--- config.mk ---
export PLATFORM = sky130hd
export DESIGN_NAME = lzrw1_group_packer
export DESIGN_NICKNAME = d
export VERILOG_FILES = /design/src/rtl/lzrw1_group_packer.sv
export SDC_FILE = /design/constraint.sdc
export NUM_CORES = 1
export LEC_CHECK = 0
export ABC_CLOCK_PERIOD_IN_PS = 5300
export CORE_ASPECT_RATIO = 0.5
export CORE_UTILIZATION = 50
export CTS_CLUSTER_DIAMETER = 30
export DETAILED_ROUTE_END_ITERATION = 10
export PLACE_DENSITY = 0.67
export SLEW_MARGIN = 10
export SYNTH_ARGS = -nofsm -noshare
export SYNTH_HDL_FRONTEND = slang
export SYNTH_SLANG_ARGS = --single-unit
--- constraint.sdc ---
create_clock -name clock -period 5.3 [get_ports clock]
set_input_delay 1.06 -clock clock [delete_from_list [all_inputs] [get_ports clock]]
set_output_delay 1.06 -clock clock [all_outputs]
set_load 0.05 [all_outputs]
--- src/rtl/lzrw1_group_packer.sv ---
// LZRW1 group packer: gathers up to ITEMS_PER_GROUP literal/copy items,
// builds the control word, then streams control word and item bytes.
// The control word is emitted as exactly two bytes, so the byte layout
// assumes ITEMS_PER_GROUP = 16 and OFFSET_WIDTH = 12.
module lzrw1_group_packer #(
  parameter int ITEMS_PER_GROUP = 16,
  parameter int OFFSET_WIDTH    = 12
) (
  input  logic                    clock,
  input  logic                    reset,
  input  logic                    item_valid,
  output logic                    item_ready,
  input  logic                    item_is_copy,
  input  logic [7:0]              item_literal,
  input  logic [OFFSET_WIDTH-1:0] item_offset,
  input  logic [4:0]              item_length,
  input  logic                    flush,
  output logic                    out_valid,
  input  logic                    out_ready,
  output logic [7:0]              out_byte,
  output logic                    out_last,
  output logic                    done,
  output logic                    protocol_error
);

  localparam int BUF_DEPTH = 2 * ITEMS_PER_GROUP;
  localparam int IDX_W     = $clog2(BUF_DEPTH);
  localparam int CNT_W     = IDX_W + 1;
  localparam int ITEM_W    = $clog2(ITEMS_PER_GROUP) + 1;

  typedef enum logic [2:0] {
    FILL,
    CTRL_LO,
    CTRL_HI,
    ITEMS,
    FLUSH_DONE
  } state_t;

  state_t                     state, state_next;
  logic [ITEM_W-1:0]          item_count;
  logic [CNT_W-1:0]           byte_count;
  logic [ITEMS_PER_GROUP-1:0] control;
  logic [IDX_W-1:0]           emit_idx;
  logic                       final_group;
  logic [7:0]                 buffer [BUF_DEPTH];

  logic                       accept;
  logic [ITEM_W-1:0]          count_after;
  logic [4:0]                 length_m3;
  logic [7:0]                 copy_byte_a;
  logic [7:0]                 copy_byte_b;
  logic                       copy_illegal;
  logic                       last_byte;
  logic                       group_clear;

  assign accept       = (state == FILL) && item_valid;
  assign count_after  = item_count + ITEM_W'(accept);
  assign length_m3    = item_length - 5'd3;
  assign copy_byte_a  = {item_offset[OFFSET_WIDTH-1:8], length_m3[3:0]};
  assign copy_byte_b  = item_offset[7:0];
  assign copy_illegal = (item_length < 5'd3) || (item_length > 5'd18) ||
                        (item_offset == '0);
  assign last_byte    = ((CNT_W'(emit_idx) + CNT_W'(1)) == byte_count);
  // Group state is wiped once its last item byte leaves, or after a flush.
  assign group_clear  = ((state == ITEMS) && out_ready && last_byte) ||
                        (state == FLUSH_DONE);

  // State register.
  always_ff @(posedge clock or negedge reset) begin
    // NOTE: sequential state uses non-blocking assignments so every register
    // samples pre-edge values regardless of statement order.
    if (!reset) state <= FILL;
    else        state <= state_next;
  end

  // Next-state logic: close on a full group or flush, advance emits on handshake.
  always_comb begin
    // NOTE: default assignment first so no path leaves state_next unassigned,
    // which would otherwise infer a latch.
    state_next = state;
    case (state)
      FILL: begin
        if (accept && (count_after == ITEM_W'(ITEMS_PER_GROUP)))
          state_next = CTRL_LO;
        else if (flush)
          state_next = (count_after != '0) ? CTRL_LO : FLUSH_DONE;
      end
      CTRL_LO:    if (out_ready) state_next = CTRL_HI;
      CTRL_HI:    if (out_ready) state_next = ITEMS;
      ITEMS: begin
        if (out_ready && last_byte)
          state_next = final_group ? FLUSH_DONE : FILL;
      end
      FLUSH_DONE: state_next = FILL;
      default:    state_next = FILL;
    endcase
  end

  // Output decode: byte mux and handshake flags derived from the state.
  always_comb begin
    item_ready = 1'b0;
    out_valid  = 1'b0;
    out_byte   = 8'h00;
    out_last   = 1'b0;
    done       = 1'b0;
    case (state)
      FILL:       item_ready = 1'b1;
      CTRL_LO: begin
        out_valid = 1'b1;
        out_byte  = control[7:0];
      end
      CTRL_HI: begin
        out_valid = 1'b1;
        out_byte  = control[15:8];
      end
      ITEMS: begin
        out_valid = 1'b1;
        out_byte  = buffer[emit_idx];
        out_last  = final_group && last_byte;
      end
      FLUSH_DONE: done = 1'b1;
      default:    item_ready = 1'b0;
    endcase
  end

  // Group bookkeeping: item/byte counters, control bits, emit pointer, final flag.
  always_ff @(posedge clock or negedge reset) begin
    if (!reset) begin
      item_count  <= '0;
      byte_count  <= '0;
      control     <= '0;
      emit_idx    <= '0;
      final_group <= 1'b0;
    end else if (group_clear) begin
      item_count  <= '0;
      byte_count  <= '0;
      control     <= '0;
      emit_idx    <= '0;
      final_group <= 1'b0;
    end else begin
      if (accept) begin
        item_count <= count_after;
        byte_count <= byte_count + (item_is_copy ? CNT_W'(2) : CNT_W'(1));
        control[item_count[ITEM_W-2:0]] <= item_is_copy;
      end
      if ((state == FILL) && (state_next == CTRL_LO))
        final_group <= flush;
      if ((state == ITEMS) && out_ready)
        emit_idx <= emit_idx + IDX_W'(1);
    end
  end

  // Item byte storage; a copy writes two consecutive bytes.
  always_ff @(posedge clock) begin
    // NOTE: the buffer has no reset; byte_count bounds every read, so stale
    // contents are never emitted and the array can map to plain storage.
    if (accept) begin
      if (item_is_copy) begin
        buffer[byte_count[IDX_W-1:0]]              <= copy_byte_a;
        buffer[byte_count[IDX_W-1:0] + IDX_W'(1)]  <= copy_byte_b;
      end else begin
        buffer[byte_count[IDX_W-1:0]]              <= item_literal;
      end
    end
  end

  // Sticky flag for any illegal copy accepted since reset.
  always_ff @(posedge clock or negedge reset) begin
    if (!reset)                             protocol_error <= 1'b0;
    else if (accept && item_is_copy && copy_illegal) protocol_error <= 1'b1;
  end

endmodule

# After elaboration in Yosys (flattened, before gate mapping)

Memories as Yosys holds them, arrays and structs flattened.
Index checks and enable logic that the tools add are counted.

Add/subtract/negate cells: 6
Order comparisons: 4
Equality and inequality tests: 7
Muxes and demuxes: 34
Bitwise logic cells: 1
Reductions and logical operators: 20

Operators with widths:

| operator                                                              | count |
|---|---|
| 16-bit 2-to-1 mux                                                     | 2 |
| 8-bit case mux with 3 select lines                                    | 1 |
| 3-bit 2-to-1 mux                                                      | 7 |
| 5-bit 2-to-1 mux                                                      | 4 |
| 16-bit bitwise mux                                                    | 1 |
| 1-bit 2-to-1 mux                                                      | 13 |
| 12-bit zero test                                                      | 1 |
| 6-bit 2-to-1 mux                                                      | 2 |
| 3-bit case mux with 4 select lines                                    | 1 |
| 5-bit by 1-bit adder with 5-bit output (second input constant)        | 2 |
| 1-bit logical AND                                                     | 10 |
| 8-bit 2-to-1 mux                                                      | 1 |
| 5-bit by 1-bit adder with 6-bit output (second input constant)        | 1 |
| 6-bit by 2-bit adder with 6-bit output                                | 1 |
| 3-bit by 1-bit == test with 1-bit output (second input constant)      | 2 |
| 3-bit by 2-bit == test with 1-bit output (second input constant)      | 2 |
| 6-bit == test                                                         | 1 |
| 2-bit nonzero test                                                    | 3 |
| 5-bit by 1-bit adder with 5-bit output                                | 1 |
| 5-bit == test (second input constant)                                 | 1 |
| 5-bit greater-than comparator (second input constant)                 | 1 |
| 4-bit by 5-bit < comparator with 1-bit output (second input constant) | 1 |
| 5-bit by 2-bit < comparator with 1-bit output (second input constant) | 1 |
| 5-bit nonzero test                                                    | 1 |
| other kinds (9)                                                       | 11 |

Register bits: 37
RAM bits: 256
Bits of input ports: 31
Output and inout port bits: 13
Logic and storage cells: 80
Memories: 1

Memories:

| memory | depth | width | read ports | clocked after Yosys merged registers in | write ports | line | RTL |
|---|---|---|---|---|---|---|---|
| buffer | 32    | 8     | 1          | 0                                       | 2           | 45   | `logic [7:0] buffer [BUF_DEPTH];` |

# Depth between registers and ports, before layout

Depth in word-level cells: 12
Depth in mapped cells: 12
Mapped depth without buffers: 9

# Worst setup path after synthesis

Ideal clock, no wire load.

Kind: register to output
Start point: register emit_idx[0]
End point: output out_byte[3]
Arrival time: 2.658 ns
Data required time: 4.240 ns
Path slack: 1.582 ns
Stages on the path, launching flop included: 8
Path buffers: 3
Path through: dfrtp_1 -> buf_4 -> buf_2 -> buf_4 -> mux2i_1 -> o21ai_0 -> o21ai_0 -> o31ai_1

Cells in the longest elaborated chain, start to end: 2

RTL lines:

| element                            | line | RTL |
|---|---|---|
| start: declaration                 | 43   | `logic [IDX_W-1:0] emit_idx;` |
| start signal: assignment           | 149  | `emit_idx <= emit_idx + IDX_W'(1);` |
| memory 32 x 8 bit                  | n/a  |  |
| 8-bit case mux with 3 select lines | 106  | `case (state)` |
| end: declaration                   | 20   | `output logic [7:0] out_byte,` |

No other way between the ends.

# Worst setup path after layout

Start point: register state[2]
End point: output out_byte[7]

Cells in the longest elaborated chain, start to end: 2
Elaborated cells between the ends (all ways): 4
Classes of those cells: 3 x eq/ne; 1 x mux

RTL lines:

| element                                                                                                     | line | RTL |
|---|---|---|
| start: declaration                                                                                          | 39   | `state_t state, state_next;` |
| start signal: assignment                                                                                    | 73   | `else state <= state_next;` |
| 3-bit by 2-bit == test with 1-bit output / 3-bit by 1-bit == test with 1-bit output (equally long branches) | 106  |  |
| 8-bit case mux with 3 select lines (*)                                                                      | 106  |  |

Mark *: on every way between the ends. The rest lies on a longest branch, timed or not.

==> flow_metrics.env <==
export IMPL_gr_max_usage_layer="met2"
export IMPL_clock_tree_root_cell="clkbuf_16"
export IMPL_synthesis_nets=1547
export IMPL_timing_hold_worst_start="protocol_error$_DFFE_PN0P_"
export IMPL_routed_wirelength_mm=46.5
export IMPL_clk_latency_ps=550
export IMPL_final_period_minus_worst_setup_slack_ps=4990
export IMPL_synth_cell_type_count=66
export IMPL_io_buffer_count=43
export IMPL_synth_async_sr_flop_share=0.126
export IMPL_tritoncts="yes"
export IMPL_gp_congestion=0.899
export IMPL_setup_total_negative_slack_ps=0
export IMPL_num_fill_cells=2465
export IMPL_synth_edff_count=256
export IMPL_avgViaCountPerCell=6.24
export IMPL_placed_cell_area_um2=16300
export IMPL_first_iter_violations=1794
export IMPL_critical_path_startpoint_type="flip-flop"
export IMPL_path_class="flip-flop to primary output"
export IMPL_finalSetupViolations=0
export IMPL_layout_drive_gt1_share=0.123
export IMPL_cts_made_buffers=43
export IMPL_mostFrequentLayoutCell="nor2_1"
export IMPL_cts_resized=0
export IMPL_met1_usage=0.431
export IMPL_r2r_start="state[2]$_DFF_PN0_"
export IMPL_synth_top_flop_cell="edfxtp_1"
export IMPL_worst_path_buf_inv=1
export IMPL_slowest_delay_ps=840
export IMPL_cts_hold_buffers=0
export IMPL_first_global_vias=11500
export IMPL_final_period_utilization=0.941
export IMPL_fp_coreArea_um2=30700
export IMPL_die_width_um=253
export IMPL_htree_levels=2
export IMPL_clock_skew_final_ps=13.6
export IMPL_path_max_fanout=17
export IMPL_avgSynthCellArea_um2=10.5
export IMPL_cp_top_family="simple AND/OR/NAND/NOR gates"
export IMPL_clk_pin_slew_ps=50
export IMPL_ir_drop_mv=0.278
export IMPL_final_net_count=1517
export IMPL_antenna_found_initial=0
export IMPL_worst_endpoint_arrival_ps=3930
export IMPL_grt_met3_usage=0.0774
export IMPL_final_area_um2=17700
export IMPL_first_pass_iters=7
export IMPL_post_synth_instance_area_um2=15800
export IMPL_crit_path_from="state[2]$_DFF_PN0_"
export IMPL_p_per_area_nw_per_um2=440
export IMPL_die_area_um2=32300
export IMPL_power_leakage_uw=0.00617
export IMPL_grt_start_max_net_pins=38
export IMPL_cts_max_path_buffers=3
export IMPL_status="finished, final reports clean"
export IMPL_route_vias_total=12100
export IMPL_maxCapViolations=0
export IMPL_endpoint_kind="primary output"
export IMPL_holdWs_ps=482
export IMPL_crit_required_ps=4240
export IMPL_grt_pass1_wl_mm=70.5
export IMPL_start_util=0.514
export IMPL_floorplan_die_height_um=128
export IMPL_cp_cell_sequence="nor4bb_1 -> nand2_1 -> nor2_1 -> nor3_1 -> o31ai_1 -> clkdlybuf4s50_1"
export IMPL_max_freq_mhz=200
export IMPL_holdCritPathClass="flip-flop to flip-flop"
export IMPL_gr_usage_met2=0.437
export IMPL_post_route_ant_nets=0
export IMPL_antenna_cells=0
export IMPL_pre_cts_slack_ps=1010
export IMPL_wl_per_cell_um=24.1
export IMPL_most_common_layout_cells="nor2_1, edfxtp_1, a21oi_1"
export IMPL_synth_warning_count=0
export IMPL_global_route_overflow_total=0
export IMPL_floorplan_io_pins=44
export IMPL_placementRows=45
export IMPL_max_slew_margin_rel=0.141
export IMPL_slowest_stage="clkdlybuf4s50_1"
export IMPL_finalHoldViolCount=0
export IMPL_max_slew_worst_pin_slew_ps=1280
export IMPL_layout_area_overhead_vs_synth_pct=12.3
export IMPL_rsz0062_at_grt="false"
export IMPL_post_layout_worst_setup_margin_ps=310
export IMPL_report_final_slew_viol_count=0
export IMPL_cts_setup_buffers=0
export IMPL_synthCells=1508
export IMPL_global_route_usage_total=0.296
export IMPL_synth_ff_latch_count=293
export IMPL_drcViolationCount=0
export IMPL_numClockSinks=293
export IMPL_yosysSeqAreaShare=0.546
export IMPL_detailed_placement_wirelength_estimate_mm=30.3
==> synthesized netlist by cell type, drive strengths merged (2+ instances only) <==
master,n,share of area
nor2,306,0.077
edfxtp,256,0.49
a21oi,215,0.068
nand2,142,0.034
o21ai,100,0.033
clkbuf,83,0.020
buf,68,0.027
mux2i,57,0.039
mux4,48,0.069
dfrtp,37,0.059
nand3,19,0.0060
nor3,18,0.0064
inv,15,0.0036
nor2b,14,0.0056
o31ai,13,0.0062
o22ai,10,0.0040
xor2,10,0.0056
nor4,9,0.0036
a22oi,8,0.0038
xnor2,8,0.0044
and3,7,0.0028
ha,7,0.0056
nand3b,5,0.0026
o221ai,5,0.0028
a31o,4,0.0022
and2,4,0.0016
mux2,4,0.0029
nand4,4,0.0016
nor3b,4,0.0019
or3,3,0.0015
a21o,2,0.00095
a31oi,2,0.00079
and3b,2,0.0011
nand2b,2,0.00079
o211ai,2,0.00095
==> where the power goes <==
group / internal [µW] / switching (µW) / total, µW
Sequential: 2580 / 205 / 2790
Clock: 1800 / 1100 / 2910
Combinational: 840 / 1260 / 2100
==> logic make-up after synthesis <==
logic type	synth area share
AND/OR/NAND/NOR	0.150
AO/OA/AOI/OAI	0.126
flip-flops	0.546
buffers and inverters	0.0508
multiplexers	0.111
XOR/XNOR	0.00999
adder cells (fa/ha/maj)	0.00682
==> state kept, by name, indices dropped and copies added (netlist names) <==
name,cells
emit_idx,5
item_count,5
state,3
final_group,1
control,16
protocol_error,1
byte_count,6
buffer,256
==> worst register-to-register path, stage by stage, from the launching register on <==
cell,delay [ps]
dfrtp_1,620
or4b_4,750
inv_2,360
and3_1,570
nand2_1,370
o21ai_0,510
==> layout make-up <==
type	count	area, µm²	area share
Inverter	16	60.1	0.00339
Tap cell	423	529	0.0299
Timing Repair Buffer	76	698	0.0394
Sequential cell	293	8620	0.487
Clock buffer	52	1150	0.0651
Clock inverter	25	293	0.0165
Multi-Input combinational cell	1048	6360	0.359
==> worst paths after layout <==
check                      slack (ps)                          to  cells after the start
hold / removal                    480  protocol_error$_DFFE_PN0P_                      1
min in group asynchronous         610  protocol_error$_DFFE_PN0P_                      1
setup / recovery                  310                 out_byte[7]                      6
setup reg to reg                 1730     buffer[31][0]$_DFFE_PP_                      5
max in group asynchronous        4050     emit_idx[0]$_DFFE_PN0P_                      1
hold reg to reg                   480  protocol_error$_DFFE_PN0P_                      1
==> layer usage <==
metal  share of wire  wire length [µm]  vias up
met1            0.40             18600     5828
met2            0.44             20500      781
met4           0.025              1150        0
met3            0.14              6300      104
met5               0                 0        -
li1                -                 -     5353
==> through the flow <==
step                cells  total power, µW   util
floorplan            1508             4240      -
global placement     1856             4840  0.530
detailed placement   1856             4870  0.530
CTS                  1933             7740  0.577
global route         1933             8010  0.577
finish               1933             7790  0.577
No activity file was read; power rests on OpenSTA's default activity.
